File: src/rtl/ro_stage_pkg.sv
// ----------------------------------------------------------------------------
// Module   : ro_stage_pkg
// Brief    : Instruction-set codes, opcode field positions and the decode
//            helper that ro_stage and ro_scoreboard share.
// Revision : 1.0
// ----------------------------------------------------------------------------
`default_nettype none

package ro_stage_pkg;

  typedef logic [3:0] iset_t;
  typedef logic [3:0] op_t;

  localparam iset_t ISET_BASE = 4'h1;
  localparam iset_t ISET_EXT  = 4'h2;
  localparam iset_t ISET_VEC  = 4'h3;

  localparam op_t OP_NOP     = 4'h0;
  localparam op_t OP_LAST_WR = 4'hB;

  localparam int OP_LSB = 8;
  localparam int OP_W   = 4;
  localparam int RD_LSB = 4;
  localparam int RS_LSB = 0;

  // Opcodes 1..B produce a result in rd; C..F only read their sources.
  function automatic logic writes_rd(input op_t op);
    return (op != OP_NOP) && (op <= OP_LAST_WR);
  endfunction

endpackage

`default_nettype wire

File: src/rtl/ro_scoreboard.sv
// ----------------------------------------------------------------------------
// Module   : ro_scoreboard
// Brief    : One pending-write bit per register, with set/clear/flush ports
//            and two combinational read ports.
// Revision : 1.0
// ----------------------------------------------------------------------------
`default_nettype none

module ro_scoreboard #(
  parameter int NREG = 16,
  parameter int AW   = $clog2(NREG)
) (
  input  logic          clk,
  input  logic          rst,
  input  logic          i_set_en,
  input  logic [AW-1:0] i_set_addr,
  input  logic          i_clr_en,
  input  logic [AW-1:0] i_clr_addr,
  input  logic          i_flush,
  input  logic [AW-1:0] i_ra_addr,
  output logic          o_ra_pend,
  input  logic [AW-1:0] i_rb_addr,
  output logic          o_rb_pend
);

  logic [NREG-1:0] r_pend;

  for (genvar i = 0; i < NREG; i++) begin : g_pend
    localparam logic [AW-1:0] c_idx = AW'(i);

    // A new producer issuing in the same cycle as an older writeback to the
    // same register must keep the bit set.
    always_ff @(posedge clk) begin
      if (rst || i_flush) begin
        r_pend[i] <= 1'b0;
      end else if (i_set_en && (i_set_addr == c_idx)) begin
        r_pend[i] <= 1'b1;
      end else if (i_clr_en && (i_clr_addr == c_idx)) begin
        r_pend[i] <= 1'b0;
      end
    end
  end

  assign o_ra_pend = r_pend[i_ra_addr];
  assign o_rb_pend = r_pend[i_rb_addr];

endmodule

`default_nettype wire

File: src/rtl/ro_stage.sv
// ----------------------------------------------------------------------------
// Module   : ro_stage
// Brief    : Register-operand stage: regfile read, RAW scoreboard stall and a
//            registered valid/ready operand bundle. Define RO_BYPASS_EN to
//            forward same-cycle writeback data into a pending source.
// Revision : 1.0
// ----------------------------------------------------------------------------
`default_nettype none

module ro_stage
  import ro_stage_pkg::*;
#(
  parameter int NREG  = 16,
  parameter int DW    = 12,
  parameter int CNT_W = 16,
  parameter int AW    = $clog2(NREG)
) (
  input  logic             clk,
  input  logic             rst,
  input  logic             in_valid,
  input  logic [DW-1:0]    instr_in,
  input  logic [3:0]       instr_set_in,
  input  logic [DW-1:0]    pc_in,
  output logic             stall,
  output logic             out_valid,
  input  logic             out_ready,
  output logic [DW-1:0]    instr_out,
  output logic [3:0]       instr_set_out,
  output logic [DW-1:0]    pc_out,
  output logic [DW-1:0]    opa_out,
  output logic [DW-1:0]    opb_out,
  input  logic             wb_en,
  input  logic [AW-1:0]    wb_addr,
  input  logic [DW-1:0]    wb_data,
  input  logic             flush,
  output logic [CNT_W-1:0] stall_cnt
);

  logic [DW-1:0] r_rf [NREG];

  op_t           w_op;
  logic [AW-1:0] w_rd;
  logic [AW-1:0] w_rs;
  logic          w_pend_rd;
  logic          w_pend_rs;
  logic          w_byp_rd;
  logic          w_byp_rs;
  logic          w_hazard;
  logic          w_advance;
  logic          w_issue;
  logic [DW-1:0] w_opa;
  logic [DW-1:0] w_opb;

  assign w_op = instr_in[OP_LSB +: OP_W];
  assign w_rd = instr_in[RD_LSB +: AW];
  assign w_rs = instr_in[RS_LSB +: AW];

`ifdef RO_BYPASS_EN
  assign w_byp_rd = wb_en && (wb_addr == w_rd);
  assign w_byp_rs = wb_en && (wb_addr == w_rs);
`else
  assign w_byp_rd = 1'b0;
  assign w_byp_rs = 1'b0;
`endif

  assign w_hazard  = in_valid && (w_op != OP_NOP) &&
                     ((w_pend_rs && !w_byp_rs) || (w_pend_rd && !w_byp_rd));
  assign w_advance = !out_valid || out_ready;
  assign w_issue   = in_valid && w_advance && !w_hazard && !flush;
  assign stall     = in_valid && !w_issue;

  assign w_opa = w_byp_rd ? wb_data : r_rf[w_rd];
  assign w_opb = w_byp_rs ? wb_data : r_rf[w_rs];

  ro_scoreboard #(
    .NREG (NREG),
    .AW   (AW)
  ) u_sb (
    .clk        (clk),
    .rst        (rst),
    .i_set_en   (w_issue && writes_rd(w_op)),
    .i_set_addr (w_rd),
    .i_clr_en   (wb_en),
    .i_clr_addr (wb_addr),
    .i_flush    (flush),
    .i_ra_addr  (w_rd),
    .o_ra_pend  (w_pend_rd),
    .i_rb_addr  (w_rs),
    .o_rb_pend  (w_pend_rs)
  );

  always_ff @(posedge clk) begin
    if (rst) begin
      for (int i = 0; i < NREG; i++) begin
        r_rf[i] <= '0;
      end
    end else if (wb_en) begin
      r_rf[wb_addr] <= wb_data;
    end
  end

  // Flush drops the bundle but leaves the payload fields untouched; they are
  // qualified by out_valid downstream.
  always_ff @(posedge clk) begin
    if (rst) begin
      out_valid     <= 1'b0;
      instr_out     <= '0;
      instr_set_out <= ISET_BASE;
      pc_out        <= '0;
      opa_out       <= '0;
      opb_out       <= '0;
    end else if (flush) begin
      out_valid <= 1'b0;
    end else if (w_issue) begin
      out_valid     <= 1'b1;
      instr_out     <= instr_in;
      instr_set_out <= instr_set_in;
      pc_out        <= pc_in;
      opa_out       <= w_opa;
      opb_out       <= w_opb;
    end else if (w_advance) begin
      out_valid <= 1'b0;
    end
  end

  always_ff @(posedge clk) begin
    if (rst) begin
      stall_cnt <= '0;
    end else if (stall && (stall_cnt != '1)) begin
      stall_cnt <= stall_cnt + 1'b1;
    end
  end

endmodule

`default_nettype wire
File: config.mk
export PLATFORM = sky130hd
export DESIGN_NAME = ro_stage
export DESIGN_NICKNAME = d
export VERILOG_FILES = /design/src/rtl/ro_stage_pkg.sv /design/src/rtl/ro_scoreboard.sv /design/src/rtl/ro_stage.sv
export SDC_FILE = /design/constraint.sdc
export NUM_CORES = 1
export LEC_CHECK = 0
export CAP_MARGIN = 15
export CORE_UTILIZATION = 36
export CTS_BUF_LIST = sky130_fd_sc_hd__clkbuf_16
export DETAILED_ROUTE_END_ITERATION = 8
export PLACE_DENSITY = 0.55
export REMOVE_ABC_BUFFERS = 1
export SETUP_SLACK_MARGIN = 0.3
export SYNTH_ARGS = -nofsm -noshare
export SYNTH_HDL_FRONTEND = slang
export SYNTH_SLANG_ARGS = --single-unit
File: constraint.sdc
create_clock -name clk -period 2.81 [get_ports clk]
set_input_delay 0.562 -clock clk [delete_from_list [all_inputs] [get_ports clk]]
set_output_delay 0.562 -clock clk [all_outputs]
set_load 0.05 [all_outputs]
Word-level counts from Yosys, hierarchy flattened
Memories as Yosys holds them, arrays and structs flattened. A register that Yosys moved wholly into a read port is not among the register bits.
Cells that the tools add are included.
{"block": "op_classes", "n_reduce_logical": 71, "n_addsub": 1, "bitwise_logic": 1, "n_lt_le_gt_ge": 3, "n_eq_ne": 31, "n_mux": 46}
{"op": "$eq 4x4->1 const B", "count": 16}
{"op": "$mux 1", "count": 42}
{"op": "$logic_and 1x1->1", "count": 41}
{"op": "$reduce_bool 2->1", "count": 17}
{"op": "$eq 4x3->1 const B", "count": 8}
{"op": "$add 16x1->16 const B", "count": 1}
{"op": "$eq 4x2->1 const B", "count": 4}
{"op": "$ne 16x16->1 const B", "count": 1}
{"op": "$mux 12", "count": 1}
{"op": "$reduce_or 12->1", "count": 1}
{"op": "$lt 4x5->1 const B", "count": 2}
{"op": "$bmux 1 s4", "count": 2}
{"op": "$eq 4x1->1 const B", "count": 2}
{"op": "$logic_not 4->1", "count": 2}
{"op": "$le 4x4->1 const B", "count": 1}
{"op": "$logic_not 1->1", "count": 4}
{"op": "$mux 4", "count": 1}
{"op": "$reduce_bool 4->1", "count": 1}
{"op": "$logic_or 1x1->1", "count": 3}
{"op": "$reduce_and 2->1", "count": 1}
{"op": "$reduce_or 2->1", "count": 1}
{"op": "$not 1->1", "count": 1}
{"block": "word_totals", "ramBits": 192, "in_bits": 50, "memories": 1, "regBits": 61, "wordCells": 175, "output_inout_bits": 70}
{"name": "r_rf", "depth": 16, "word_bits": 12, "read_ports": 2, "rd_clocked_by_memory_dff": 2, "write_ports": 16, "line": "ro_stage.sv:39", "text": "logic [DW-1:0] r_rf [NREG];"}

Depth between registers and ports, before layout
Gate-level depths: netlist of run 1.
{"block": "depth", "depth_word": 10, "ltp_mapped": 8, "ltp_nobuf": 7}

Hierarchy
A second synthesis of run 1 with hierarchy kept.
{"block": "hier_totals", "hier_cells": 1047, "area_unflattened_um2": 13855.8}
{"module": "ro_stage", "seq_area_each_um2": 7146.9, "cells_each": 950, "instances": 1, "area_each_um2": 12904.9}
{"module": "ro_scoreboard", "seq_area_each_um2": 320.3, "cells_each": 97, "instances": 1, "area_each_um2": 950.9}

Worst setup path after synthesis of run 1
Ideal clock, no wire load.
{"block": "synth_path", "path_type": "input port to output port", "from": "input port instr_in[2]", "to": "output port stall", "path_slack_ns": 0.012, "arrival_time_ns": 2.236, "path_buffers": 1, "cell_stages": 7, "required_time_ns": 2.248, "path_cell_list": "buf_4 -> mux4_2 -> mux2i_1 -> mux2i_1 -> o21ai_2 -> nand2_1 -> and2_1"}
{"block": "synth_via", "elab_chain_cells": 9}
{"element": "start, declared", "line": "ro_stage.sv:21", "text": "input logic [DW-1:0] instr_in,"}
{"element": "$bmux 1 s4", "line": "ro_scoreboard.sv:45", "text": "assign o_rb_pend = r_pend[i_rb_addr];"}
{"element": "$mux 1 (implied by the code)", "line": "ro_scoreboard.sv:45"}
{"element": "$logic_or 1x1->1", "line": "ro_stage.sv:67", "text": "((w_pend_rs && !w_byp_rs) || (w_pend_rd && !w_byp_rd));"}
{"element": "$logic_and 1x1->1", "line": "ro_stage.sv:66", "text": "assign w_hazard = in_valid && (w_op != OP_NOP) &&"}
{"element": "$logic_not 1->1", "line": "ro_stage.sv:69", "text": "assign w_issue = in_valid && w_advance && !w_hazard && !flush;"}
{"element": "$logic_and 1x1->1 (2 in a row)", "line": "ro_stage.sv:69"}
{"element": "$logic_not 1->1", "line": "ro_stage.sv:70", "text": "assign stall = in_valid && !w_issue;"}
{"element": "$logic_and 1x1->1", "line": "ro_stage.sv:70"}
{"element": "end, declared", "line": "ro_stage.sv:24", "text": "output logic stall,"}
No other way between the ends. The select of a mux whose other input is x is not followed.

Final worst setup path of run 1
{"block": "layout_path", "from": "register u_sb.r_pend[2]", "to": "output port stall"}
{"block": "layout_via", "elab_chain_cells": 9, "word_cells_on_any_way": 11, "classes_between": "mux: 4; reduce/logical: 7"}
{"element": "start, declared", "line": "ro_scoreboard.sv:26", "text": "logic [NREG-1:0] r_pend;"}
{"element": "start signal, assigned by index", "line": "ro_scoreboard.sv:35", "text": "r_pend[i] <= 1'b0;"}
{"element": "start signal, assigned by index", "line": "ro_scoreboard.sv:37", "text": "r_pend[i] <= 1'b1;"}
{"element": "start signal, assigned by index", "line": "ro_scoreboard.sv:39", "text": "r_pend[i] <= 1'b0;"}
{"element": "$bmux 1 s4 (on tied branches)", "line": "ro_scoreboard.sv:45, ro_scoreboard.sv:44"}
{"element": "$mux 1 (on tied branches)", "line": "ro_scoreboard.sv:45, ro_scoreboard.sv:44"}
{"element": "$logic_or 1x1->1 (*)", "line": "ro_stage.sv:67"}
{"element": "$logic_and 1x1->1 (*)", "line": "ro_stage.sv:66"}
{"element": "$logic_not 1->1 (*)", "line": "ro_stage.sv:69"}
{"element": "$logic_and 1x1->1 (*) (2 in a row)", "line": "ro_stage.sv:69"}
{"element": "$logic_not 1->1 (*)", "line": "ro_stage.sv:70"}
{"element": "$logic_and 1x1->1 (*)", "line": "ro_stage.sv:70"}
Every way passes the cells marked *; elsewhere a longest branch is shown, timed or not. The select of a mux whose other input is x is not followed.

==> results of run 1 <==
-- repair_timing --
action / in CTS / in global routing
resized for setup: 14 / 23
setup buffers: 10 / 4
pin swaps: 3 / 5
cloned: 0 / 0
setup endpoints to repair: 1 / 3
-- synthesized netlist by cell type --
| library cell | n |
|---|---|
| and4_1 | 2 |
| a211oi_2 | 1 |
| edfxtp_1 | 192 |
| a32o_1 | 16 |
| nor3_1 | 6 |
| a21boi_0 | 1 |
| mux4_2 | 128 |
| mux2_2 | 13 |
| nand4_1 | 3 |
| o2111ai_1 | 1 |
| or4_1 | 1 |
| nand2_1 | 23 |
| dfxtp_1 | 85 |
| nand3_1 | 67 |
| o21a_2 | 1 |
| and3_1 | 3 |
| a211o_1 | 1 |
| buf_4 | 2 |
| o21ai_0 | 41 |
| nor2_1 | 32 |
| nor2b_1 | 19 |
| inv_1 | 1 |
| ha_1 | 1 |
| and3b_1 | 4 |
| nor3b_2 | 1 |
| and2_1 | 197 |
| o2111ai_4 | 1 |
| nand3b_1 | 2 |
| a21boi_1 | 2 |
| o2111ai_2 | 1 |
| mux2i_1 | 5 |
| buf_1 | 4 |
| mux2i_2 | 1 |
| a21oi_1 | 64 |
| buf_2 | 20 |
| clkbuf_1 | 71 |
| a21o_1 | 2 |
| nand2b_1 | 19 |
| o21ai_2 | 1 |
| o21ai_1 | 10 |
-- power breakdown --
| group | total [µW] | switching (µW) | internal, µW | leakage, µW |
|---|---|---|---|---|
| combinational | 1280 | 701 | 583 | 0.00285 |
| clock | 3910 | 1670 | 2230 | 0.000486 |
| sequential | 4680 | 103 | 4570 | 0.00253 |
-- worst paths after layout --
check	start	to	slack [ns]
worst max-delay path	u_sb.r_pend[2]$_SDFFE_PP0P_	stall	0.02
worst min register to register	instr_set_out[2]$_SDFFE_PP0P_	instr_set_out[2]$_SDFFE_PP0P_	0.47
worst max register to register	u_sb.r_pend[2]$_SDFFE_PP0P_	instr_set_out[0]$_SDFFE_PP1P_	0.03
worst min-delay path	instr_set_out[2]$_SDFFE_PP0P_	instr_set_out[2]$_SDFFE_PP0P_	0.47
-- registers in the layout, indices dropped and copies added (netlist names), 4 cells and up --
register,cells
instr_set_out,4
opa_out,12
u_sb.r_pend,16
opb_out,12
instr_out,12
stall_cnt,16
pc_out,12
r_rf,192
-- stage by stage --
stage	power, µW	worst slack (ns)	instance area [µm²]	hold slack (ns)	utilization, %
final	9866	0.01880	17140	0.4728	45.19
after detailed placement	6029	-0.3319	15940	0.4560	42.02
after global routing	10240	-0.06636	17140	0.4950	45.18
after CTS	9959	0.01591	17030	0.4725	44.89
after floorplan	5416	-0.7612	13610	0.4805	-
after global placement	6006	-0.2997	15940	0.4507	42.02
-- worst max-delay path: stages, from the launching register on --
cell and delay, ns:
dfxtp_1 0.34, mux4_2 0.48, mux2i_1 0.18, mux2i_2 0.13, o21ai_4 0.17, nand2_2 0.07
and2_4 0.14, buf_8 0.14
-- cell type report --
class                           count  area (µm²)
Antenna cell                        1       2.502
Clock buffer                       30       750.7
Clock inverter                     26       235.2
Fill cell                        3473       20790
Inverter                            1       3.754
Multi-Input combinational cell    670        6190
Sequential cell                   277        7477
Tap cell                          511       639.4
Timing Repair Buffer              195        1842
-- per-layer routing --
layer / GRT usage (%) / wire (µm)
met5: 0 / 0
met4: 4.587 / 530
met3: 2.937 / 2302
met2: 31.13 / 17610
met1: 26.55 / 16650
-- logic make-up after synthesis --
logic type | Yosys count | share of synthesized area, %
compound gates | 143 | 6.157
fa+ha+maj | 1 | 0.08934
buf+inv | 98 | 2.859
flops | 277 | 53.33
mux | 147 | 22.09
simple gates | 379 | 15.48
==> metrics.md, run 1 <==
| Metric | Value |
|---|---|
| Status | `finished clean` |
| Fin nets | `1226` |
| WS Path Type | `flip-flop to output port` |
| Synth area leaders | `edfxtp_1 (41%), mux4_2 (21%), dfxtp_1 (12%), and2_1 (8.8%), nand3_1 (2.4%)` |
| Synth Cell Area | `14000 µm²` |
| Overflow after GRT | `0` |
| CP max FO | `3` |
| Worst hold path type | `flip-flop to flip-flop` |
| Initial antenna violation count | `1` |
| Root buffer cell | `clkbuf_16` |
| Setup TNS | `0 ns` |
| Largest net degree at the start of global routing | `54` |
| Drt drc | `0` |
| Fin crit share | `99.33%` |
| Post-synthesis sequential element count | `277` |
| Share of cells above drive strength 1 | `24.77%` |
| CP Launch Type | `flip-flop` |
| Leakage | `0.005867 µW` |
| Synth unique cells | `40` |
| Mapped Cells | `1045` |
| Register area share after synthesis | `53.33%` |
| Max Freq | `358.3 MHz` |
| Worst-path clk slew | `0.06 ns` |
| Critical path endpoint category | `output port` |
| Synth Area per Inst | `13.40 µm²` |
| Die area | `39690 µm²` |
| Placed insts | `1640` |
| Largest area contributor in the netlist | `edfxtp_1` |
| Clock Sinks | `277` |
| Final wirelength | `37.10 mm` |
| Slew HR | `33.35%` |
| First-pass GRT wire length | `56.61 mm` |
| Hold Fails Final Rpt | `0` |
| Syn-to-layout area delta | `22.41%` |
| GP Congestion | `0.8193` |
| Initial DRC Count | `643` |
| Max-slew violation count | `0` |
| Hold path depth | `2` |
| Hold Buf Count CTS | `0` |
| Power per standard cell area | `575.6 nW/µm²` |
| Vias/cell | `5.335` |
| Row cnt | `71` |
| Worst skew pair latency | `0.59 ns` |
| Max-Cap Viols | `0` |
| Crit path DAT | `2.23 ns` |
| H-tree lvl count | `1` |
| Final setup vio count | `0` |
| Commonest non-fill, non-tap cells in the layout | `and2_1 (196), edfxtp_1 (192), mux4_2 (128)` |
| Io pins | `120` |
| Vias in the first global route | `9155` |
| Synth Warn # | `0` |
| Critical Path RT | `2.25 ns` |
| Core area | `37930 µm²` |
| Finished Layout Cells | `1711` |
| Top cell type's share of synthesized area | `41.18%` |
| DR WL/cell | `21.68 µm` |
| Peak supply drop | `0.4369 mV` |
| IO buf count | `119` |
| Starting Density | `36.91%` |
| Clock skew | `0.02631 ns` |
| Clk buf depth | `3` |
| Drt pass-1 iters | `5` |
| RSZ-0062 raised after global routing | `true` |
| Die Span Y | `199.2 µm` |
| Die Wd | `199.2 µm` |
| Most common cell after layout, fill and taps aside | `and2_1` |
| GR Util All Layers | `19.05%` |
| Tmin final | `2.791 ns` |
| Post-DP HPWL | `25.77 mm` |
| Total CTS buffers | `30` |
| Transition time of the tightest slew-check pin | `0.9960 ns` |
| CTS tree | `built` |
| Reg2Reg Depth | `16` |
| Via count | `9129` |
| Post-route ant nets | `0` |
(Power assumes the default switching activity.)
==> run 2, diff against run 1 <==
--- a/config.mk
+++ b/config.mk
@@ -5,7 +5,6 @@
 export SDC_FILE = /design/constraint.sdc
 export NUM_CORES = 1
 export LEC_CHECK = 0
-export CAP_MARGIN = 15
 export CORE_UTILIZATION = 36
 export CTS_BUF_LIST = sky130_fd_sc_hd__clkbuf_16
 export DETAILED_ROUTE_END_ITERATION = 8
==> results of run 2 <==
Same layout as run 1: the final DEF is identical, and so are final timing and power.
